===== src/rtl/rv32_fetch_unit_pkg.sv =====
// Shared types and constants for the RV32 instruction fetch stage.
// Latency: none (declarations only).
// Backpressure: not applicable.
package rv32_pkg;

    localparam int XLEN = 32;

    // addi x0,x0,0 -- shown to the decoder whenever no fetched word is held
    localparam logic [XLEN-1:0] NOP_INST = 32'h0000_0013;

    localparam logic [XLEN-1:0] RESET_PC_DEFAULT = 32'h0000_0000;

    typedef enum logic [2:0] {
        ST_IDLE = 3'd0,
        ST_REQ  = 3'd1,
        ST_WAIT = 3'd2,
        ST_HOLD = 3'd3,
        ST_HALT = 3'd4
    } fetch_state_t;

endpackage


===== src/rtl/rv32_fetch_unit_if.sv =====
// Instruction-memory request/response bundle between fetch stage and imem.
// Latency: wires only.
// Backpressure: request side uses valid/ready; response side has no ready (fetch accepts whenever waiting).
interface rv32_fetch_unit_if;
    import rv32_pkg::*;

    logic            imem_req_valid;
    logic            imem_req_ready;
    logic [XLEN-1:0] imem_addr;
    logic            imem_rsp_valid;
    logic [XLEN-1:0] imem_rsp_data;
    logic            imem_rsp_err;

    modport master (
        output imem_req_valid,
        output imem_addr,
        input  imem_req_ready,
        input  imem_rsp_valid,
        input  imem_rsp_data,
        input  imem_rsp_err
    );

    modport slave (
        input  imem_req_valid,
        input  imem_addr,
        output imem_req_ready,
        output imem_rsp_valid,
        output imem_rsp_data,
        output imem_rsp_err
    );

endinterface


===== src/rtl/rv32_fetch_unit_pc_next_sel.sv =====
// Next-PC selection: sequential pc+4 or decoder-selected target, plus alignment check.
// Latency: purely combinational.
// Backpressure: none.
module pc_next_sel
    import rv32_pkg::*;
(
    input  logic [XLEN-1:0] pc,
    input  logic            pc_src,
    input  logic [XLEN-1:0] pc_target,
    output logic [XLEN-1:0] next_pc,
    output logic            next_misalign
);

    // target bits [1:0] only matter when the target is actually selected
    always_comb begin
        next_pc       = pc_src ? pc_target : (pc + XLEN'(4));
        next_misalign = (next_pc[1:0] != 2'b00);
    end

endmodule


===== src/rtl/rv32_fetch_unit.sv =====
// Fetch stage: one outstanding imem request, holds returned word for decoder until retire.
// Latency: retire -> next inst_valid in 3 cycles minimum (REQ, WAIT, HOLD).
// Backpressure: imem_addr held while req_valid && !ready; decoder stalls by withholding retire.
module rv32_fetch_unit #(
    parameter logic [31:0] RESET_PC = rv32_pkg::RESET_PC_DEFAULT,
    parameter logic [31:0] NOP_INST = rv32_pkg::NOP_INST
) (
    input  logic                clk,
    input  logic                rst_n,
    input  logic                pc_src,
    input  logic [31:0]         pc_target,
    input  logic                retire,
    rv32_fetch_unit_if.master   imem,
    output logic [31:0]         inst,
    output logic                inst_valid,
    output logic [31:0]         pc,
    output logic [31:0]         pc_plus4,
    output logic                halted,
    output logic                misalign,
    output logic                fetch_err,
    output logic [31:0]         instret
);
    import rv32_pkg::*;

    fetch_state_t state_q;
    fetch_state_t state_d;

    logic [31:0] next_pc;
    logic        next_misalign;
    logic        req_valid_q;
    logic        req_valid_d;
    logic        halted_d;
    logic        rsp_fire;
    logic        retire_fire;

    pc_next_sel u_pc_next_sel (
        .pc            (pc),
        .pc_src        (pc_src),
        .pc_target     (pc_target),
        .next_pc       (next_pc),
        .next_misalign (next_misalign)
    );

    // responses count only while waiting; retire counts only while holding
    assign rsp_fire    = (state_q == ST_WAIT) && imem.imem_rsp_valid;
    assign retire_fire = (state_q == ST_HOLD) && retire;

    // state register
    always_ff @(posedge clk or negedge rst_n) begin
        if (!rst_n) begin
            state_q <= ST_IDLE;
        end else begin
            state_q <= state_d;
        end
    end

    // next-state logic
    always_comb begin
        state_d = state_q;
        case (state_q)
            ST_IDLE: state_d = ST_REQ;
            ST_REQ:  if (imem.imem_req_ready) state_d = ST_WAIT;
            ST_WAIT: if (imem.imem_rsp_valid) state_d = imem.imem_rsp_err ? ST_HALT : ST_HOLD;
            ST_HOLD: if (retire) state_d = next_misalign ? ST_HALT : ST_REQ;
            ST_HALT: state_d = ST_HALT;
            default: state_d = ST_IDLE;
        endcase
    end

    // control outputs decoded from the upcoming state so they can be registered
    always_comb begin
        req_valid_d = (state_d == ST_REQ);
        halted_d    = (state_d == ST_HALT);
    end

    // registered control outputs
    always_ff @(posedge clk or negedge rst_n) begin
        if (!rst_n) begin
            req_valid_q <= 1'b0;
            halted      <= 1'b0;
        end else begin
            req_valid_q <= req_valid_d;
            halted      <= halted_d;
        end
    end

    // datapath: pc, held instruction, sticky causes and retirement counter
    always_ff @(posedge clk or negedge rst_n) begin
        if (!rst_n) begin
            pc         <= RESET_PC;
            inst       <= NOP_INST;
            inst_valid <= 1'b0;
            misalign   <= 1'b0;
            fetch_err  <= 1'b0;
            instret    <= '0;
        end else begin
            if (rsp_fire) begin
                if (imem.imem_rsp_err) begin
                    fetch_err <= 1'b1;
                end else begin
                    inst       <= imem.imem_rsp_data;
                    inst_valid <= 1'b1;
                end
            end
            if (retire_fire) begin
                // the retiring instruction completed even if its successor is bad
                instret    <= instret + 32'd1;
                inst       <= NOP_INST;
                inst_valid <= 1'b0;
                if (next_misalign) begin
                    misalign <= 1'b1;
                end else begin
                    pc <= next_pc;
                end
            end
        end
    end

    assign imem.imem_req_valid = req_valid_q;
    assign imem.imem_addr      = pc;
    assign pc_plus4            = pc + 32'd4;

endmodule


===== src/flat_wrapper.sv =====
// flat-port wrapper written by rule: the top's interface ports become plain ports
module rv32_fetch_unit_flat import rv32_pkg::*;
#(
    parameter logic [31:0] RESET_PC = rv32_pkg::RESET_PC_DEFAULT,
    parameter logic [31:0] NOP_INST = rv32_pkg::NOP_INST
)
  (clk, rst_n, pc_src, pc_target, retire, inst, inst_valid, pc, pc_plus4, halted, misalign, fetch_err, instret, imem_imem_req_valid, imem_imem_addr, imem_imem_req_ready, imem_imem_rsp_valid, imem_imem_rsp_data, imem_imem_rsp_err);
  rv32_fetch_unit_if imem_i ();
  input  logic clk;
  input  logic rst_n;
  input  logic pc_src;
  input  logic [31:0] pc_target;
  input  logic retire;
  output logic [31:0] inst;
  output logic inst_valid;
  output logic [31:0] pc;
  output logic [31:0] pc_plus4;
  output logic halted;
  output logic misalign;
  output logic fetch_err;
  output logic [31:0] instret;
  output wire logic [$bits(imem_i.imem_req_valid)-1:0] imem_imem_req_valid;
  output wire logic [$bits(imem_i.imem_addr)-1:0] imem_imem_addr;
  input wire logic [$bits(imem_i.imem_req_ready)-1:0] imem_imem_req_ready;
  input wire logic [$bits(imem_i.imem_rsp_valid)-1:0] imem_imem_rsp_valid;
  input wire logic [$bits(imem_i.imem_rsp_data)-1:0] imem_imem_rsp_data;
  input wire logic [$bits(imem_i.imem_rsp_err)-1:0] imem_imem_rsp_err;
  assign imem_imem_req_valid = imem_i.imem_req_valid;
  assign imem_imem_addr = imem_i.imem_addr;
  assign imem_i.imem_req_ready = imem_imem_req_ready;
  assign imem_i.imem_rsp_valid = imem_imem_rsp_valid;
  assign imem_i.imem_rsp_data = imem_imem_rsp_data;
  assign imem_i.imem_rsp_err = imem_imem_rsp_err;
  rv32_fetch_unit #(.RESET_PC(RESET_PC), .NOP_INST(NOP_INST)) u_core (.clk(clk), .rst_n(rst_n), .pc_src(pc_src), .pc_target(pc_target), .retire(retire), .imem(imem_i), .inst(inst), .inst_valid(inst_valid), .pc(pc), .pc_plus4(pc_plus4), .halted(halted), .misalign(misalign), .fetch_err(fetch_err), .instret(instret));
endmodule

===== config.mk =====
export PLATFORM = sky130hd
export DESIGN_NAME = rv32_fetch_unit_flat
export DESIGN_NICKNAME = d
export VERILOG_FILES = /design/src/rtl/rv32_fetch_unit_pkg.sv /design/src/rtl/rv32_fetch_unit_if.sv /design/src/rtl/rv32_fetch_unit_pc_next_sel.sv /design/src/rtl/rv32_fetch_unit.sv /design/src/flat_wrapper.sv
export SDC_FILE = /design/constraint.sdc
export NUM_CORES = 1
export LEC_CHECK = 0
export BUFFER_PORTS_ARGS = -buffer_cell sky130_fd_sc_hd__buf_4
export CORE_ASPECT_RATIO = 0.8
export CORE_UTILIZATION = 54
export CTS_BUF_LIST = sky130_fd_sc_hd__clkbuf_8
export DETAILED_ROUTE_END_ITERATION = 7
export GPL_TIMING_DRIVEN = 0
export PLACE_DENSITY = 0.89
export REMOVE_ABC_BUFFERS = 1
export SLEW_MARGIN = 20
export SYNTH_ARGS = -nofsm -noshare
export SYNTH_HDL_FRONTEND = slang
export SYNTH_SLANG_ARGS = --single-unit

===== constraint.sdc =====
create_clock -name clk -period 3.9 [get_ports clk]
set_input_delay 0 -clock clk [delete_from_list [all_inputs] [get_ports clk]]
set_output_delay 0 -clock clk [all_outputs]
set_load 0.05 [all_outputs]

==> results of run 1 <==
sequential cells by signal (all words and copies together), names as in the netlist:
signal	flops
u_core.imem.imem_req_valid	1
u_core.halted	1
u_core.instret	32
u_core.fetch_err	1
u_core.inst_valid	1
u_core.misalign	1
u_core.imem.imem_addr	32
u_core.inst	32
u_core.state_q	3
worst register-to-register path: stages (launching register included):
cell and delay [ns]:
dfrtp_1 0.50, and4b_1 0.59, o21a_1 0.80, nand2_1 0.51
o221a_2 0.41
synth_stat cells (2+ instances only):
cell,n
clkbuf_1,20
and3_1,15
a211o_1,3
and4_1,2
nand4_1,21
xor2_1,17
nor3_1,10
a211oi_1,2
nor3b_1,2
nand2_1,110
dfstp_2,3
or2_2,3
mux2i_1,3
o21a_1,3
a221o_1,2
ha_1,2
o211ai_1,3
a32oi_1,3
dfrtp_1,101
nor4_1,8
nor2_1,37
o21ai_0,48
a31oi_1,6
buf_4,34
xnor2_1,42
o22ai_1,6
nor4_2,2
or3_1,4
buf_2,10
and2_1,5
nand2b_1,2
nor3_2,2
a21o_1,4
o2bb2ai_1,4
nand3_1,34
a21oi_1,12
inv_1,10
buf_1,2
worst max path at each step:
stage          slack, ns  cells after the start         startpoint                   endpoint
2_1_floorplan      -0.21                      3  u_core.state_q[0]            u_core.inst[10]
3_3_place_gp       -1.39                      3  u_core.state_q[0]            u_core.inst[10]
3_5_place_dp        1.07                      4  u_core.state_q[1]  u_core.imem.imem_addr[12]
4_1_cts             1.01                      4  u_core.state_q[2]  u_core.imem.imem_addr[12]
5_1_grt             0.77                      5  u_core.state_q[2]  u_core.imem.imem_addr[26]
6_report            0.97                      4  u_core.state_q[1]  u_core.imem.imem_addr[12]
report_power, final:
group          internal, mW  leakage (nW)  total (mW)  switching [mW]
clock                 0.266        0.0982       0.665           0.399
sequential             1.34          1.33        1.70           0.357
combinational         0.922          2.37        3.13            2.21
total                  2.53          3.80        5.49            2.96
cells by family (layout without fill, tap and decap cells):
family	Yosys count	after routing	share of synthesized area (%)
AND/OR/NAND/NOR	268	268	23.8
other	0	1	0
flip-flops	104	104	46.7
adder cells (fa/ha/maj)	2	2	0.448
XOR/XNOR	59	59	9.26
AO/OA/AOI/OAI	104	104	11.5
buffers and inverters	78	334	7.78
multiplexers	3	3	0.538
layout by cell type (no fill, tap or decap), types with 17 or more instances in the layout:
| master | n |
|---|---|
| nand3_1 | 34 |
| nand4_1 | 21 |
| xnor2_1 | 42 |
| nand2_1 | 110 |
| dlygate4sd3_1 | 66 |
| dfrtp_1 | 101 |
| buf_4 | 237 |
| xor2_1 | 17 |
| nor2_1 | 37 |
| o21ai_0 | 47 |
per-layer routing:
layer  GRT usage [%]  up-vias  share of wire [%]
met5               0        -                  0
met1            38.8     2799                 37
met3            5.43       67                7.5
li1                -     2604                  -
met2            60.7      348                 53
met4            14.9        0                3.4
area by class of cell:
cell class              instances  area, sq um
flip-flops and latches        104         2610
fillers                       607         1790
multi-input cells             436         2560
inverters                      11         41.3
clock buffers                  10          138
well taps                     136          170
diodes                          1         2.50
repair buffers                307         2480
clock inverters                 6         61.3
through the flow:
stage | instance area (sq um) | cells | hold slack (ns)
after global routing | 8060 | 1011 | 0.0190
final | 8060 | 1011 | 0.0182
after global placement | 7120 | 922 | 0.204
after detailed placement | 7200 | 928 | 0.185
after CTS | 8060 | 1010 | 0.000288
after floorplan | 5190 | 551 | -0.296
==> impl_metrics.yaml, run 1 <==
status:
  outcome: "completed"
cts:
  insertion_delay_ns: 0.36
  cts_setup_buffers: 0
  clockBufferDepth: 2
  htreeDepth: 3
  cts_hold_buffers: 66
  cts_sinks: 104
  tritoncts: "built"
  cts_buffers: 9
  clkSlewWorstSetupHoldPaths_ns: 0.11
  cts_resized: 0
  clock-root-buffer: "clkbuf_8"
global_route:
  grt_pass1_wl_um: 27900
  grt-ovfl-total: 0
  grt_max_degree: 105
  first_global_vias: 5605
  track_usage_pct: 33.5
  antenna_found_initial: 1
floorplanning:
  dieArea_sq_mm: 0.0107
  die_h_um: 92.9
  ios: 236
  die_x_um: 116
  core_area_sq_mm: 0.00985
  std_cell_rows: 32
  initial_core_util_pct: 56.7
sta:
  maxSlewViolCount: 0
  setup-violations-final: 0
  maxSlewHeadroom_pct: 36.5
  tightest_slew_ns: 0.953
  max_freq_mhz: 342
  fin_worst_skew_ns: 0.0107
  hold_viol_final: 0
  min_period_over_period_pct: 75.1
  tns_ns: 0
  period_minus_slack_ns: 2.93
  finalWorstSetupSlack_ns: 0.972
  rsz0062_at_grt: "false"
worst_setup_path:
  rr_worst_depth: 4
  worstPathRequired_ns: 4.15
  crit_path_end_kind: "flip-flop"
  path_cells: "and4b_1 -> o21a_1 -> nand2_1 -> o221a_2"
  cp-start-kind: "flip-flop"
  critPathKind: "reg2reg"
  critPathMaxStageDelay_ns: 0.80
  rrSetupSlack_ns: 0.97
  regToRegEndpoint: "u_core.imem.imem_addr[12]"
  cp.arrival_ns: 3.17
  path_max_fanout: 23
  r2r_start: "u_core.state_q[1]"
  critPathSlowestCell: "o21a_1"
  critPathTopFamily: "compound AO/OA/AOI/OAI gates"
  cp.buffers_inverters: 0
drt:
  drt_pre_antenna_iters: 6
  drcViolationCount: 0
  vias: 5818
  drt_iter0_markers: 550
  viasPerCell: 5.75
  wire_per_inst_um: 17.4
  drt-total-wl_um: 17600
  drtAntennaViolNets: 0
worst_hold_path:
  hold-path-cell-count: 4
  min-delay-start: "imem_imem_rsp_valid"
  hold_class: "in2reg"
  min_to: "u_core.state_q[1]"
synth:
  async_flop_share_pct: 100
  synth.area.top_cells: "dfrtp_1 (45%), nand2_1 (7.4%), xnor2_1 (6.6%), buf_4 (4.6%), o21ai_0 (4.3%)"
  synth_top_area_share_pct: 45.3
  synth_top_area_cell: "dfrtp_1"
  syn_avg_cell_area_sq_um: 9.03
  syn_inst: 618
  yosysWarningCount: 0
  synth_seq_cells: 104
  synth_ff_type: "dfrtp_1"
  synth_cell_types: 59
  synth_edf_count: 0
  yosysSeqAreaShare_pct: 46.7
  synth_area_sq_mm: 0.00558
placed_design:
  io_buffers: 235
  dp_hpwl_um: 11300
  dpl_worst_slack_ns: 1.07
  gp_congestion: 0.886
finish:
  layout-drive-gt1-share_pct: 31.7
  area_growth_pct: 44.4
  final_core_util_pct: 81.8
  fin_nets: 942
pwr:
  ir_drop_mv: 0.875
  total_power_mw: 5.49
  p_per_area_mw_per_mm2: 681
  p_leak_nw: 3.80
job:
  maxCapViolCount: 0
Power figures use the tool's default switching activity.
==> inputs of run 2 (changes only) <==
ABC_AREA = 1   (was default)
CORE_UTILIZATION = 46   (was 54)
PLACE_DENSITY = 0.79   (was 0.89)
clock period = 2.4 ns   (was 3.9 ns; I/O delays follow)
==> impl_metrics.yaml, run 2 <==
pwr:
  p_per_area_mw_per_mm2: 1240
  p_leak_nw: 4.41
  p_int_mw: 4.55
  ir_drop_mv: 1.31
  clkPwrFrac_pct: 10.3
  netSwitchingFraction_pct: 57.2
  seqPwrFrac_pct: 27.5
  net-switching-power_mw: 6.08
  p_comb_share_pct: 62.2
floorplanning:
  ios: 236
  die_h_um: 104
  core_area_sq_mm: 0.0125
  die_x_um: 130
  std_cell_rows: 36
  initial_core_util_pct: 48.2
  dieArea_sq_mm: 0.0135
finish:
  fillers: 1016
  multi_input_area_sq_mm: 0.00278
  layout_common_cells: "nand2_1 (250), buf_4 (238), nor2_1 (121)"
  final_cells: 1236
  fin_nets: 1133
  area_growth_pct: 42.6
  n_antenna_cell: 0
  layout-drive-gt1-share_pct: 26.9
  regArea_sq_mm: 0.00261
  final_common_cell: "nand2_1"
global_route:
  first_global_vias: 5716
  track_usage_pct: 26.7
  grt_max_degree: 105
  grt_pass1_wl_um: 28400
  grt-ovfl-total: 0
  antenna_found_initial: 0
cts:
  clockBufferDepth: 2
  htreeDepth: 3
  clock-root-buffer: "clkbuf_8"
  clkSlewWorstSetupHoldPaths_ns: 0.11
  cts_sinks: 104
  insertion_delay_ns: 0.37
  tritoncts: "built"
  cts_buffers: 9
drt:
  drcViolationCount: 0
  drt-total-wl_um: 17900
  drt_iter0_markers: 454
  wire_per_inst_um: 14.5
  viasPerCell: 4.99
  drtAntennaViolNets: 0
  vias: 6171
  drt_pre_antenna_iters: 6
worst_setup_path:
  critPathMaxStageDelay_ns: 0.45
  path_cells: "ha_1 -> nand2_1 -> nor2_2 -> nand2_2 -> nor2_2 -> nand2_1 -> nand2_1 -> nand2_1 -> buf_4"
  path_max_fanout: 6
  cp_common_cell: "nand2_1"
  worstPathRequired_ns: 2.40
  cp.arrival_ns: 2.22
  crit_path_end_kind: "primary output"
  cp-start-kind: "flip-flop"
  critPathSlowestCell: "dfrtp_1"
  critPathKind: "reg2out"
placed_design:
  dp_hpwl_um: 12500
  gp_congestion: 0.950
  io_buffers: 235
  dp.cells: 1147
synth:
  synth_area_sq_mm: 0.00601
  syn_avg_cell_area_sq_um: 7.57
  yosysSeqAreaShare_pct: 43.3
  synthTopCellsByCount: "nand2_1 (251), nor2_1 (122), dfrtp_1 (101)"
  synth.area.top_cells: "dfrtp_1 (42%), nand2_1 (16%), nor2_1 (7.6%), buf_4 (4.9%), a22o_1 (4.2%)"
  yosysMostFrequentCell: "nand2_1"
  synth_ff_type: "dfrtp_1"
  synth_seq_cells: 104
  synth_compound_area_share_pct: 8.63
  synthAdderAreaFrac_pct: 0.416
  synth_top_area_share_pct: 42.0
  synthMuxAreaShare_pct: 0
  synth_xor_area_share_pct: 3.93
  synth-simple-area-share_pct: 33.1
  yosysWarningCount: 0
  syn_inst: 794
  synth_edf_count: 0
  synth_top_area_cell: "dfrtp_1"
  async_flop_share_pct: 100
  synth_top_family_by_area: "simple AND/OR/NAND/NOR gates"
  synth_cell_types: 40
sta:
  maxSlewViolCount: 0
  min_period_over_period_pct: 92.4
  setup-violations-final: 0
  hold_viol_final: 0
  maxSlewHeadroom_pct: 34.9
  hold_slack_ns: 0.0290
  period_minus_slack_ns: 2.22
  tns_ns: 0
  tightest_slew_ns: 0.977
  rsz0062_at_grt: "false"
  fin_worst_skew_ns: 0.0141
  max_freq_mhz: 451
status:
  outcome: "completed"
worst_hold_path:
  hold_class: "in2reg"
job:
  maxCapViolCount: 0
==> run 2: worst paths after layout <==
kind                       cells after the start  slack (ns)                     start                        end
min reg2reg                                    2        0.48           u_core.misalign            u_core.misalign
max                                            9        0.18  u_core.imem.imem_addr[3]               pc_plus4[28]
min in group asynchronous                      2        0.28                     rst_n  u_core.imem.imem_addr[25]
max reg2reg                                    8        0.37         u_core.state_q[2]  u_core.imem.imem_addr[18]
min                                            3        0.03                    pc_src   u_core.imem.imem_addr[9]
max in group asynchronous                      2        1.45                     rst_n   u_core.imem.imem_addr[7]
==> run 2: area by class of cell <==
type	instances	area share [%]
multi-input cells	567	32.4
flip-flops and latches	104	30.4
inverters	69	3.08
well taps	171	2.49
repair buffers	309	29.3
clock buffers	9	1.44
clock inverters	7	0.831
==> run 2: what timing repair did <==
| item | 4_1_cts | 5_1_grt |
|---|---|---|
| hold buffers | 69 | 0 |
| endpoints found under the setup margin | 26 | 7 |
| hold endpoints to repair | 170 | 0 |
| gates resized for setup | 2 | 2 |
| pin swaps | 0 | 0 |
| setup buffers | 1 | 3 |
==> run 2: metal layers <==
layer / share of wire [%] / vias up / wire length [um] / global-route usage (%)
met4: 2.2 / 0 / 401 / 8.55
met5: 0 / - / 0 / 0
met1: 44 / 2875 / 7900 / 36.2
met2: 47 / 238 / 8350 / 42.2
li1: - / 3028 / - / -
met3: 6.9 / 30 / 1240 / 5.66
==> run 2: power by group through the flow <==
stage	clock network [mW]	logic, mW	registers [mW]
6_report	1.09	6.61	2.92
5_1_grt	1.19	6.89	2.99
4_1_cts	1.13	6.58	2.91
3_5_place_dp	0	6.47	2.93
3_3_place_gp	0	6.39	2.92
2_1_floorplan	0	2.01	5.28
==> run 2: cells by family after synthesis <==
family / count (synthesis)
simple gates: 462
flops: 104
fa+ha+maj: 2
xor+xnor: 27
compound gates: 76
buf+inv: 123
==> run 2: worst max-delay path, delay by kind of cell, from the launching register on <==
kind / cells / cell delay [ns]
buf+inv: 1 / 0.18
simple gates: 7 / 0.98
flops: 1 / 0.45
fa+ha+maj: 1 / 0.24
==> run 2: metrics by stage <==
stage	util, %	worst slack, ns	total power, mW	cell area [sq um]
3_3_place_gp	61.0	-1.28	9.31	7610
3_5_place_dp	61.3	-0.474	9.39	7650
6_report	68.8	0.182	10.6	8580
5_1_grt	68.8	0.0182	11.1	8580
2_1_floorplan	-	-0.517	7.29	5630
4_1_cts	68.5	0.0961	10.6	8550
